[src/rtl/vga_sync_if.sv]
// VGA timing bundle: sync, blanking qualifier, pixel coordinates and strobes.
interface vga_sync_if;
    logic       pixel_tick;
    logic       hsync;
    logic       vsync;
    logic       video_on;
    logic [9:0] pixel_x;
    logic [9:0] pixel_y;
    logic       frame_start;

    modport master (
        output pixel_tick,
        output hsync,
        output vsync,
        output video_on,
        output pixel_x,
        output pixel_y,
        output frame_start
    );

    modport slave (
        input pixel_tick,
        input hsync,
        input vsync,
        input video_on,
        input pixel_x,
        input pixel_y,
        input frame_start
    );
endinterface

[src/rtl/vga_sync_gen.sv]
// VGA sync generator: runs on clk_50 with an internal pixel-rate enable and
// produces hsync/vsync, video_on, pixel coordinates and a frame-start pulse.
// Every register updates on the edge that raises pixel_tick, so pixel_tick,
// the coordinates and frame_start are all seen together in the same cycle.
module vga_sync_gen #(
    parameter int unsigned CLK_DIV  = 2,
    parameter int unsigned H_ACTIVE = 640,
    parameter int unsigned H_FP     = 16,
    parameter int unsigned H_SYNC   = 96,
    parameter int unsigned H_BP     = 48,
    parameter int unsigned V_ACTIVE = 480,
    parameter int unsigned V_FP     = 10,
    parameter int unsigned V_SYNC   = 2,
    parameter int unsigned V_BP     = 33,
    parameter logic        SYNC_POL = 1'b0
) (
    input  logic       clk_50,
    input  logic       reset,
    vga_sync_if.master vga
);

    localparam int unsigned H_TOTAL = H_ACTIVE + H_FP + H_SYNC + H_BP;
    localparam int unsigned V_TOTAL = V_ACTIVE + V_FP + V_SYNC + V_BP;
    localparam int unsigned CNT_W   = 10;
    localparam int unsigned DIV_W   = (CLK_DIV > 1) ? $clog2(CLK_DIV) : 1;

    localparam logic [DIV_W-1:0] DIV_LAST = DIV_W'(CLK_DIV - 1);

    localparam logic [CNT_W-1:0] H_FRONT_AT = CNT_W'(H_ACTIVE);
    localparam logic [CNT_W-1:0] H_SYNC_AT  = CNT_W'(H_ACTIVE + H_FP);
    localparam logic [CNT_W-1:0] H_BACK_AT  = CNT_W'(H_ACTIVE + H_FP + H_SYNC);
    localparam logic [CNT_W-1:0] H_LAST     = CNT_W'(H_TOTAL - 1);
    localparam logic [CNT_W-1:0] V_FRONT_AT = CNT_W'(V_ACTIVE);
    localparam logic [CNT_W-1:0] V_SYNC_AT  = CNT_W'(V_ACTIVE + V_FP);
    localparam logic [CNT_W-1:0] V_BACK_AT  = CNT_W'(V_ACTIVE + V_FP + V_SYNC);
    localparam logic [CNT_W-1:0] V_LAST     = CNT_W'(V_TOTAL - 1);

    localparam logic [1:0] H_ACT   = 2'd0;
    localparam logic [1:0] H_FRONT = 2'd1;
    localparam logic [1:0] H_SYNCP = 2'd2;
    localparam logic [1:0] H_BACK  = 2'd3;
    localparam logic [1:0] V_ACT   = 2'd0;
    localparam logic [1:0] V_FRONT = 2'd1;
    localparam logic [1:0] V_SYNCP = 2'd2;
    localparam logic [1:0] V_BACK  = 2'd3;

    logic [DIV_W-1:0] div_cnt_q, div_cnt_d;
    logic [CNT_W-1:0] h_cnt_q, h_cnt_d;
    logic [CNT_W-1:0] v_cnt_q, v_cnt_d;
    logic [1:0]       h_state_q, h_state_d;
    logic [1:0]       v_state_q, v_state_d;
    logic             run_q, run_d;
    logic             tick_q, tick_d;
    logic             hsync_q, hsync_d;
    logic             vsync_q, vsync_d;
    logic             video_on_q, video_on_d;
    logic             frame_start_q, frame_start_d;
    logic             h_wrap_c;
    logic             v_wrap_c;

    assign h_wrap_c = (h_cnt_q == H_LAST);
    assign v_wrap_c = (v_cnt_q == V_LAST);

    // Next-state: divider, horizontal/vertical FSMs and registered outputs
    always_comb begin
        div_cnt_d     = div_cnt_q;
        h_cnt_d       = h_cnt_q;
        v_cnt_d       = v_cnt_q;
        h_state_d     = h_state_q;
        v_state_d     = v_state_q;
        run_d         = run_q;
        tick_d        = 1'b0;
        hsync_d       = ~SYNC_POL;
        vsync_d       = ~SYNC_POL;
        video_on_d    = 1'b0;
        frame_start_d = 1'b0;

        div_cnt_d = (div_cnt_q == DIV_LAST) ? '0 : div_cnt_q + DIV_W'(1);
        tick_d    = (div_cnt_d == DIV_LAST);

        if (tick_d) begin
            run_d   = 1'b1;
            h_cnt_d = h_wrap_c ? '0 : h_cnt_q + CNT_W'(1);
            case (h_state_q)
                H_ACT:   if (h_cnt_d == H_FRONT_AT) h_state_d = H_FRONT;
                H_FRONT: if (h_cnt_d == H_SYNC_AT)  h_state_d = H_SYNCP;
                H_SYNCP: if (h_cnt_d == H_BACK_AT)  h_state_d = H_BACK;
                H_BACK:  if (h_wrap_c)              h_state_d = H_ACT;
                default:                            h_state_d = H_ACT;
            endcase

            if (h_wrap_c) begin
                v_cnt_d = v_wrap_c ? '0 : v_cnt_q + CNT_W'(1);
                case (v_state_q)
                    V_ACT:   if (v_cnt_d == V_FRONT_AT) v_state_d = V_FRONT;
                    V_FRONT: if (v_cnt_d == V_SYNC_AT)  v_state_d = V_SYNCP;
                    V_SYNCP: if (v_cnt_d == V_BACK_AT)  v_state_d = V_BACK;
                    V_BACK:  if (v_wrap_c)              v_state_d = V_ACT;
                    default:                            v_state_d = V_ACT;
                endcase
            end

            frame_start_d = h_wrap_c && v_wrap_c;
        end

        hsync_d    = (h_state_d == H_SYNCP) ? SYNC_POL : ~SYNC_POL;
        vsync_d    = (v_state_d == V_SYNCP) ? SYNC_POL : ~SYNC_POL;
        video_on_d = (h_state_d == H_ACT) && (v_state_d == V_ACT) && run_d;
    end

    // State and output registers with synchronous reset
    always_ff @(posedge clk_50) begin
        if (reset) begin
            div_cnt_q     <= '0;
            h_cnt_q       <= '0;
            v_cnt_q       <= '0;
            h_state_q     <= H_ACT;
            v_state_q     <= V_ACT;
            run_q         <= 1'b0;
            tick_q        <= 1'b0;
            hsync_q       <= ~SYNC_POL;
            vsync_q       <= ~SYNC_POL;
            video_on_q    <= 1'b0;
            frame_start_q <= 1'b0;
        end else begin
            div_cnt_q     <= div_cnt_d;
            h_cnt_q       <= h_cnt_d;
            v_cnt_q       <= v_cnt_d;
            h_state_q     <= h_state_d;
            v_state_q     <= v_state_d;
            run_q         <= run_d;
            tick_q        <= tick_d;
            hsync_q       <= hsync_d;
            vsync_q       <= vsync_d;
            video_on_q    <= video_on_d;
            frame_start_q <= frame_start_d;
        end
    end

    assign vga.pixel_tick  = tick_q;
    assign vga.hsync       = hsync_q;
    assign vga.vsync       = vsync_q;
    assign vga.video_on    = video_on_q;
    assign vga.pixel_x     = h_cnt_q;
    assign vga.pixel_y     = v_cnt_q;
    assign vga.frame_start = frame_start_q;

endmodule

[src/flat_wrapper.sv]
// flat-port wrapper written by rule: the top's interface ports become plain ports
module vga_sync_gen_flat 
#(
    parameter int unsigned CLK_DIV  = 2,
    parameter int unsigned H_ACTIVE = 640,
    parameter int unsigned H_FP     = 16,
    parameter int unsigned H_SYNC   = 96,
    parameter int unsigned H_BP     = 48,
    parameter int unsigned V_ACTIVE = 480,
    parameter int unsigned V_FP     = 10,
    parameter int unsigned V_SYNC   = 2,
    parameter int unsigned V_BP     = 33,
    parameter logic        SYNC_POL = 1'b0
)
  (clk_50, reset, vga_pixel_tick, vga_hsync, vga_vsync, vga_video_on, vga_pixel_x, vga_pixel_y, vga_frame_start);
  vga_sync_if vga_i ();
  input  logic clk_50;
  input  logic reset;
  output wire logic [$bits(vga_i.pixel_tick)-1:0] vga_pixel_tick;
  output wire logic [$bits(vga_i.hsync)-1:0] vga_hsync;
  output wire logic [$bits(vga_i.vsync)-1:0] vga_vsync;
  output wire logic [$bits(vga_i.video_on)-1:0] vga_video_on;
  output wire logic [$bits(vga_i.pixel_x)-1:0] vga_pixel_x;
  output wire logic [$bits(vga_i.pixel_y)-1:0] vga_pixel_y;
  output wire logic [$bits(vga_i.frame_start)-1:0] vga_frame_start;
  assign vga_pixel_tick = vga_i.pixel_tick;
  assign vga_hsync = vga_i.hsync;
  assign vga_vsync = vga_i.vsync;
  assign vga_video_on = vga_i.video_on;
  assign vga_pixel_x = vga_i.pixel_x;
  assign vga_pixel_y = vga_i.pixel_y;
  assign vga_frame_start = vga_i.frame_start;
  vga_sync_gen #(.CLK_DIV(CLK_DIV), .H_ACTIVE(H_ACTIVE), .H_FP(H_FP), .H_SYNC(H_SYNC), .H_BP(H_BP), .V_ACTIVE(V_ACTIVE), .V_FP(V_FP), .V_SYNC(V_SYNC), .V_BP(V_BP), .SYNC_POL(SYNC_POL)) u_core (.clk_50(clk_50), .reset(reset), .vga(vga_i));
endmodule
[config.mk]
export PLATFORM = sky130hd
export DESIGN_NAME = vga_sync_gen_flat
export DESIGN_NICKNAME = d
export VERILOG_FILES = /design/src/rtl/vga_sync_if.sv /design/src/rtl/vga_sync_gen.sv /design/src/flat_wrapper.sv
export SDC_FILE = /design/constraint.sdc
export NUM_CORES = 1
export LEC_CHECK = 0
export BUFFER_PORTS_ARGS = -buffer_cell sky130_fd_sc_hd__buf_4
export CORE_MARGIN = 2
export CORE_UTILIZATION = 56
export DETAILED_ROUTE_END_ITERATION = 6
export PLACE_DENSITY_LB_ADDON = 0.1
export SLEW_MARGIN = 15
export SYNTH_ARGS = -nofsm -noshare
export SYNTH_HDL_FRONTEND = slang
export SYNTH_SLANG_ARGS = --single-unit
[constraint.sdc]
create_clock -name clk_50 -period 6.1 [get_ports clk_50]
set_input_delay 0 -clock clk_50 [delete_from_list [all_inputs] [get_ports clk_50]]
set_output_delay 0 -clock clk_50 [all_outputs]
set_load 0.02 [all_outputs]
* Yosys cells after proc, flatten, opt, wreduce, memory -nomap -nowiden
Index checks and enable logic that the tools add are counted.
** Word-level totals
- Register bits after elaboration :: 30
- Logic and storage cells :: 58
- Output and inout bits :: 25
** Cells by class
- Add/sub/neg operators :: 3
- Equal/unequal tests :: 16
- Bitwise operators :: 1
- Multiplexer cells :: 19
- Reduce and logical (&&, ||, !) cells :: 9
** Operator list (count)
- $eq 10x10->1 const B :: 5
- $eq 10x9->1 const B :: 3
- $mux 2 :: 11
- $add 10x1->10 const B :: 2
- $mux 10 :: 2
- $pmux 2 s4 :: 2
- $eq 2x2->1 const B :: 6
- $logic_not 2->1 :: 4
- $eq 2x1->1 const B :: 2
- $mux 1 :: 4
- $logic_and 1x1->1 :: 3
- $reduce_and 2->1 :: 1
- $reduce_or 2->1 :: 1
- $add 1x1->1 const B :: 1
- $not 1->1 :: 1

* Depth between registers and ports, before layout
- Word-level depth :: 10
- Gate-level depth with buffers :: 10
- Depth with buffers taken out :: 9

* Worst setup path before layout
Ideal clock, no wire load.
- Path type :: reg-to-reg
- Start :: register u_core.h_cnt_q[0], in the netlist u_core.vga.pixel_x[0]
- End :: register u_core.v_cnt_q[8], in the netlist u_core.vga.pixel_y[8]
- Library setup time :: 70 ps
- Arrival :: 2127 ps
- Clock period less this slack :: 2197 ps
- Required time :: 6030 ps
- Stages on the path, launching flop included :: 9
- Setup slack :: 3903 ps
- Cells stage by stage :: dfxtp_1 ha_1 nand2b_1 nor2_1 and2_1 buf_6 nand2_2 or4_1 a21oi_1
** On the way
- Cells in the longest elaborated chain, start to end :: 2
** RTL lines
- start: declaration :: line vga_sync_gen.sv:48 : logic [CNT_W-1:0] h_cnt_q, h_cnt_d;
- start signal: assignment :: line vga_sync_gen.sv:127 : h_cnt_q <= h_cnt_d;
- $eq 10x10->1 :: line vga_sync_gen.sv:61 : assign h_wrap_c = (h_cnt_q == H_LAST);
- $reduce_and 2->1 (no source line)
- end signal: assignment :: line vga_sync_gen.sv:128 : v_cnt_q <= v_cnt_d;
- end: declaration :: line vga_sync_gen.sv:49 : logic [CNT_W-1:0] v_cnt_q, v_cnt_d;
No other way between the ends.
A chain may end at the register's enable or synchronous reset.

* Final worst setup path
Same ends and word-level chain as after synthesis.

==> flow_summary.toml <==
[run_status]
status = "finished clean"

[sta]
timing.final.crit_share = 0.4089
slew_viol_final = 0
fin_crit_ns = 2.494
hold_viol_final = 0
slew_headroom = 0.5735
worstMarginPinSlew_ns = 0.6389
finClkSkew_ns = 0.007038
hold_ws_ns = 0.02287
rsz0062_at_grt = "false"
max_freq_ghz = 0.4009
setup_viol = 0
fin_tns_setup_ns = 0

[logic_synthesis]
synth_fa_ha_area_frac = 0.03351
synth_mux_area_frac = 0.005362
synth_compound_area_frac = 0.1649
synth_edf_count = 0
synth_cell_types = 50
async_flop_share = 0
synth-seq-area-share = 0.3217
ys_top_cells_by_area = "dfxtp_1 (32%), a21oi_1 (5.9%), nor2_1 (5.6%)"
synth_most_common_cell = "dfxtp_1"
avgSynthCellArea_um2 = 8.152
syn_nets = 236
synth_cells = 229
synth_top_family_by_area = "simple AND/OR/NAND/NOR gates"
synthTopCellsByCount = "dfxtp_1 (30), nor2_1 (28), a21oi_1 (22)"
syn_area_um2 = 1867
ys_ff_latch = 30
synth_xor_area_frac = 0.05630
synth.top_cell.area_share = 0.3217
ys_warn_count = 0
ys.flop_type = "dfxtp_1"
synthSimpleGateAreaFrac = 0.3405
synth_area_leader_cell = "dfxtp_1"

[place]
dp_hpwl_um = 2756
dp.cells = 285
port_buffers = 26
globalplace.congestion = 0.8276

[critical_path]
r2r-start = "u_core.vga.pixel_x[0]"
r2r_setup_slack_ns = 3.61
r2r_cells = 7
crit_arrival_ns = 2.77
path_cells = "ha_1, nand2b_1, nor2_1, and2_1, nand2_2, or4_1, a21oi_1"
cp-end-kind = "register"
worstSetupPathType = "reg -> reg"
worstPathMaxFanout = 10
crit_start = "u_core.vga.pixel_x[0]"
critical_path.max_stage_delay_ns = 0.51
setup.worst_path.start_class = "register"
cp_slowest_cell = "dfxtp_1"
cp-endpoint = "u_core.vga.pixel_y[8]"
timing.rr.end = "u_core.vga.pixel_y[8]"
critical_path_required_ns = 6.38

[global_routing]
grt_pass1_vias = 1384
track_usage = 0.2271
grt_max_degree = 29
grt_first_pass_wirelength_um = 6423
antenna_found_initial = 0
grt_overflow = 0

[floorplan]
die_y_um = 61.74
die_x_um = 61.74
core_area_um2 = 3103
start_util = 0.6016
io_pins = 27
fp-row-count = 20
die_area_um2 = 3811

[finish]
diodes = 0
final_nets = 255
final_layout_size_suffix_gt1_frac = 0.2129
stdcell_count = 293
num-fill-cells = 288
area_growth_pct = 13.00

[pwr]
p_int_w = 0.0003464
swShare = 0.2079
leakagePower_nw = 0.7549
pwr-share-seq = 0.470
ir_worst_vdd_mv = 0.1716
power.total_w = 0.0004373
power.share.clock = 0.483
comb_power_share = 0.047
power.density_nw_per_um2 = 207.3
p_sw_w = 0.00009091

[clock_network]
cts_made_buffers = 5
cts_buffer_depth = 2
hold_buffers = 0
clk_latency_ns = 0.34
clkTransAtPathRegs_ns = 0.10
root_buffer = "clkbuf_4"
cts_resized = 0
cts_sinks = 30
postCtsSetupBuffers = 0
cts_tree = "built"
h-tree-depth = 2

[route]
dr.first_iter.drc_count = 159
routed_wl_um = 3964
dr.pass1.iters = 5
drcViolationCount = 0
ant_nets = 0
num_vias = 1696
routed_via_density = 5.788
wire_per_inst_um = 13.53

[job]
max-cap-violations = 0

[min_path]
hp-class = "in -> reg"
-- cell type report --
cell class / instances / area [um^2] / share of cell area
Timing Repair Buffer: 26 / 195.2 / 0.09253
Tap cell: 44 / 55.05 / 0.02610
Inverter: 7 / 26.28 / 0.01246
Sequential cell: 30 / 600.6 / 0.2847
Clock inverter: 2 / 60.06 / 0.02847
Clock buffer: 6 / 51.30 / 0.02432
Multi-Input combinational cell: 178 / 1121 / 0.5314
-- worst max-delay path: cells and delay by family (launching register included) --
| kind | cells | cell delay, ns |
|---|---|---|
| flops | 1 | 0.51 |
| fa+ha+maj | 1 | 0.35 |
| simple gates | 5 | 1.44 |
| compound gates | 1 | 0.14 |
-- power groups by stage --
stage                     clock network, W  registers [W]   logic, W
after floorplan                          0       0.000210  0.0000151
after global placement                   0       0.000210  0.0000203
after detailed placement                 0       0.000210  0.0000207
after CTS                         0.000215       0.000206  0.0000208
after global routing              0.000224       0.000207  0.0000225
final                             0.000211       0.000205  0.0000206
-- placed cells by master, fill, tap and decap left out, drive strengths merged, types with 2 or more instances in the layout --
cell type and count:
xor2 8, bufinv 2, inv 7, nand2 23, nor2 28, nor4 4, nand3 11, dfxtp 30
clkbuf 6, xnor2 4, nor3b 2, or4b 2, nand2b 3, nand4 8, and3 4, or4 3
o21ai 14, a21oi 22, nor2b 2, or3 6, a31oi 5, ha 5, buf 26, nor3 8
-- how the worst min path moves through the flow --
stage	from	to	slack, ns	cells past startpoint
floorplan	reset	u_core.vga.pixel_y[1]	0.21	2
global placement	reset	u_core.div_cnt_q	0.36	2
detailed placement	reset	u_core.div_cnt_q	0.36	2
CTS	reset	u_core.div_cnt_q	0.01	2
global route	reset	u_core.vga.pixel_y[4]	0.03	2
finish	reset	u_core.div_cnt_q	0.02	2
-- cells by family (layout without fill, tap and decap cells) --
group / count (synthesis) / count (layout)
xor+xnor: 12 / 12
buf+inv: 21 / 41
flops: 30 / 30
compound gates: 51 / 51
simple gates: 109 / 109
mux: 1 / 1
fa+ha+maj: 5 / 5
-- stage by stage --
stage	setup WS, ns	utilization	cell area [um^2]
global route	3.339	0.6798	2110
detailed placement	3.645	0.6440	1998
global placement	3.761	0.6440	1998
CTS	3.608	0.6798	2110
finish	3.606	0.6798	2110
floorplan	3.903	-	1867
-- sequential cells by signal, summed over array words and instances, names as in the netlist --
| name | cells |
|---|---|
| u_core.h_state_q | 2 |
| u_core.vga.hsync | 1 |
| u_core.vga.pixel_y | 10 |
| u_core.vga.video_on | 1 |
| u_core.vga.vsync | 1 |
| u_core.div_cnt_q | 1 |
| u_core.run_q | 1 |
| u_core.vga.pixel_x | 10 |
| u_core.vga.frame_start | 1 |
| u_core.v_state_q | 2 |
-- layer usage --
layer,share of wire,vias up,track usage
met5,0,-,0
met2,0.42,52,0.3338
li1,-,860,-
met3,0.053,5,0.03727
met4,0.014,0,0.09726
met1,0.51,779,0.3286
Note: power is estimated with default switching activity, not from simulation.
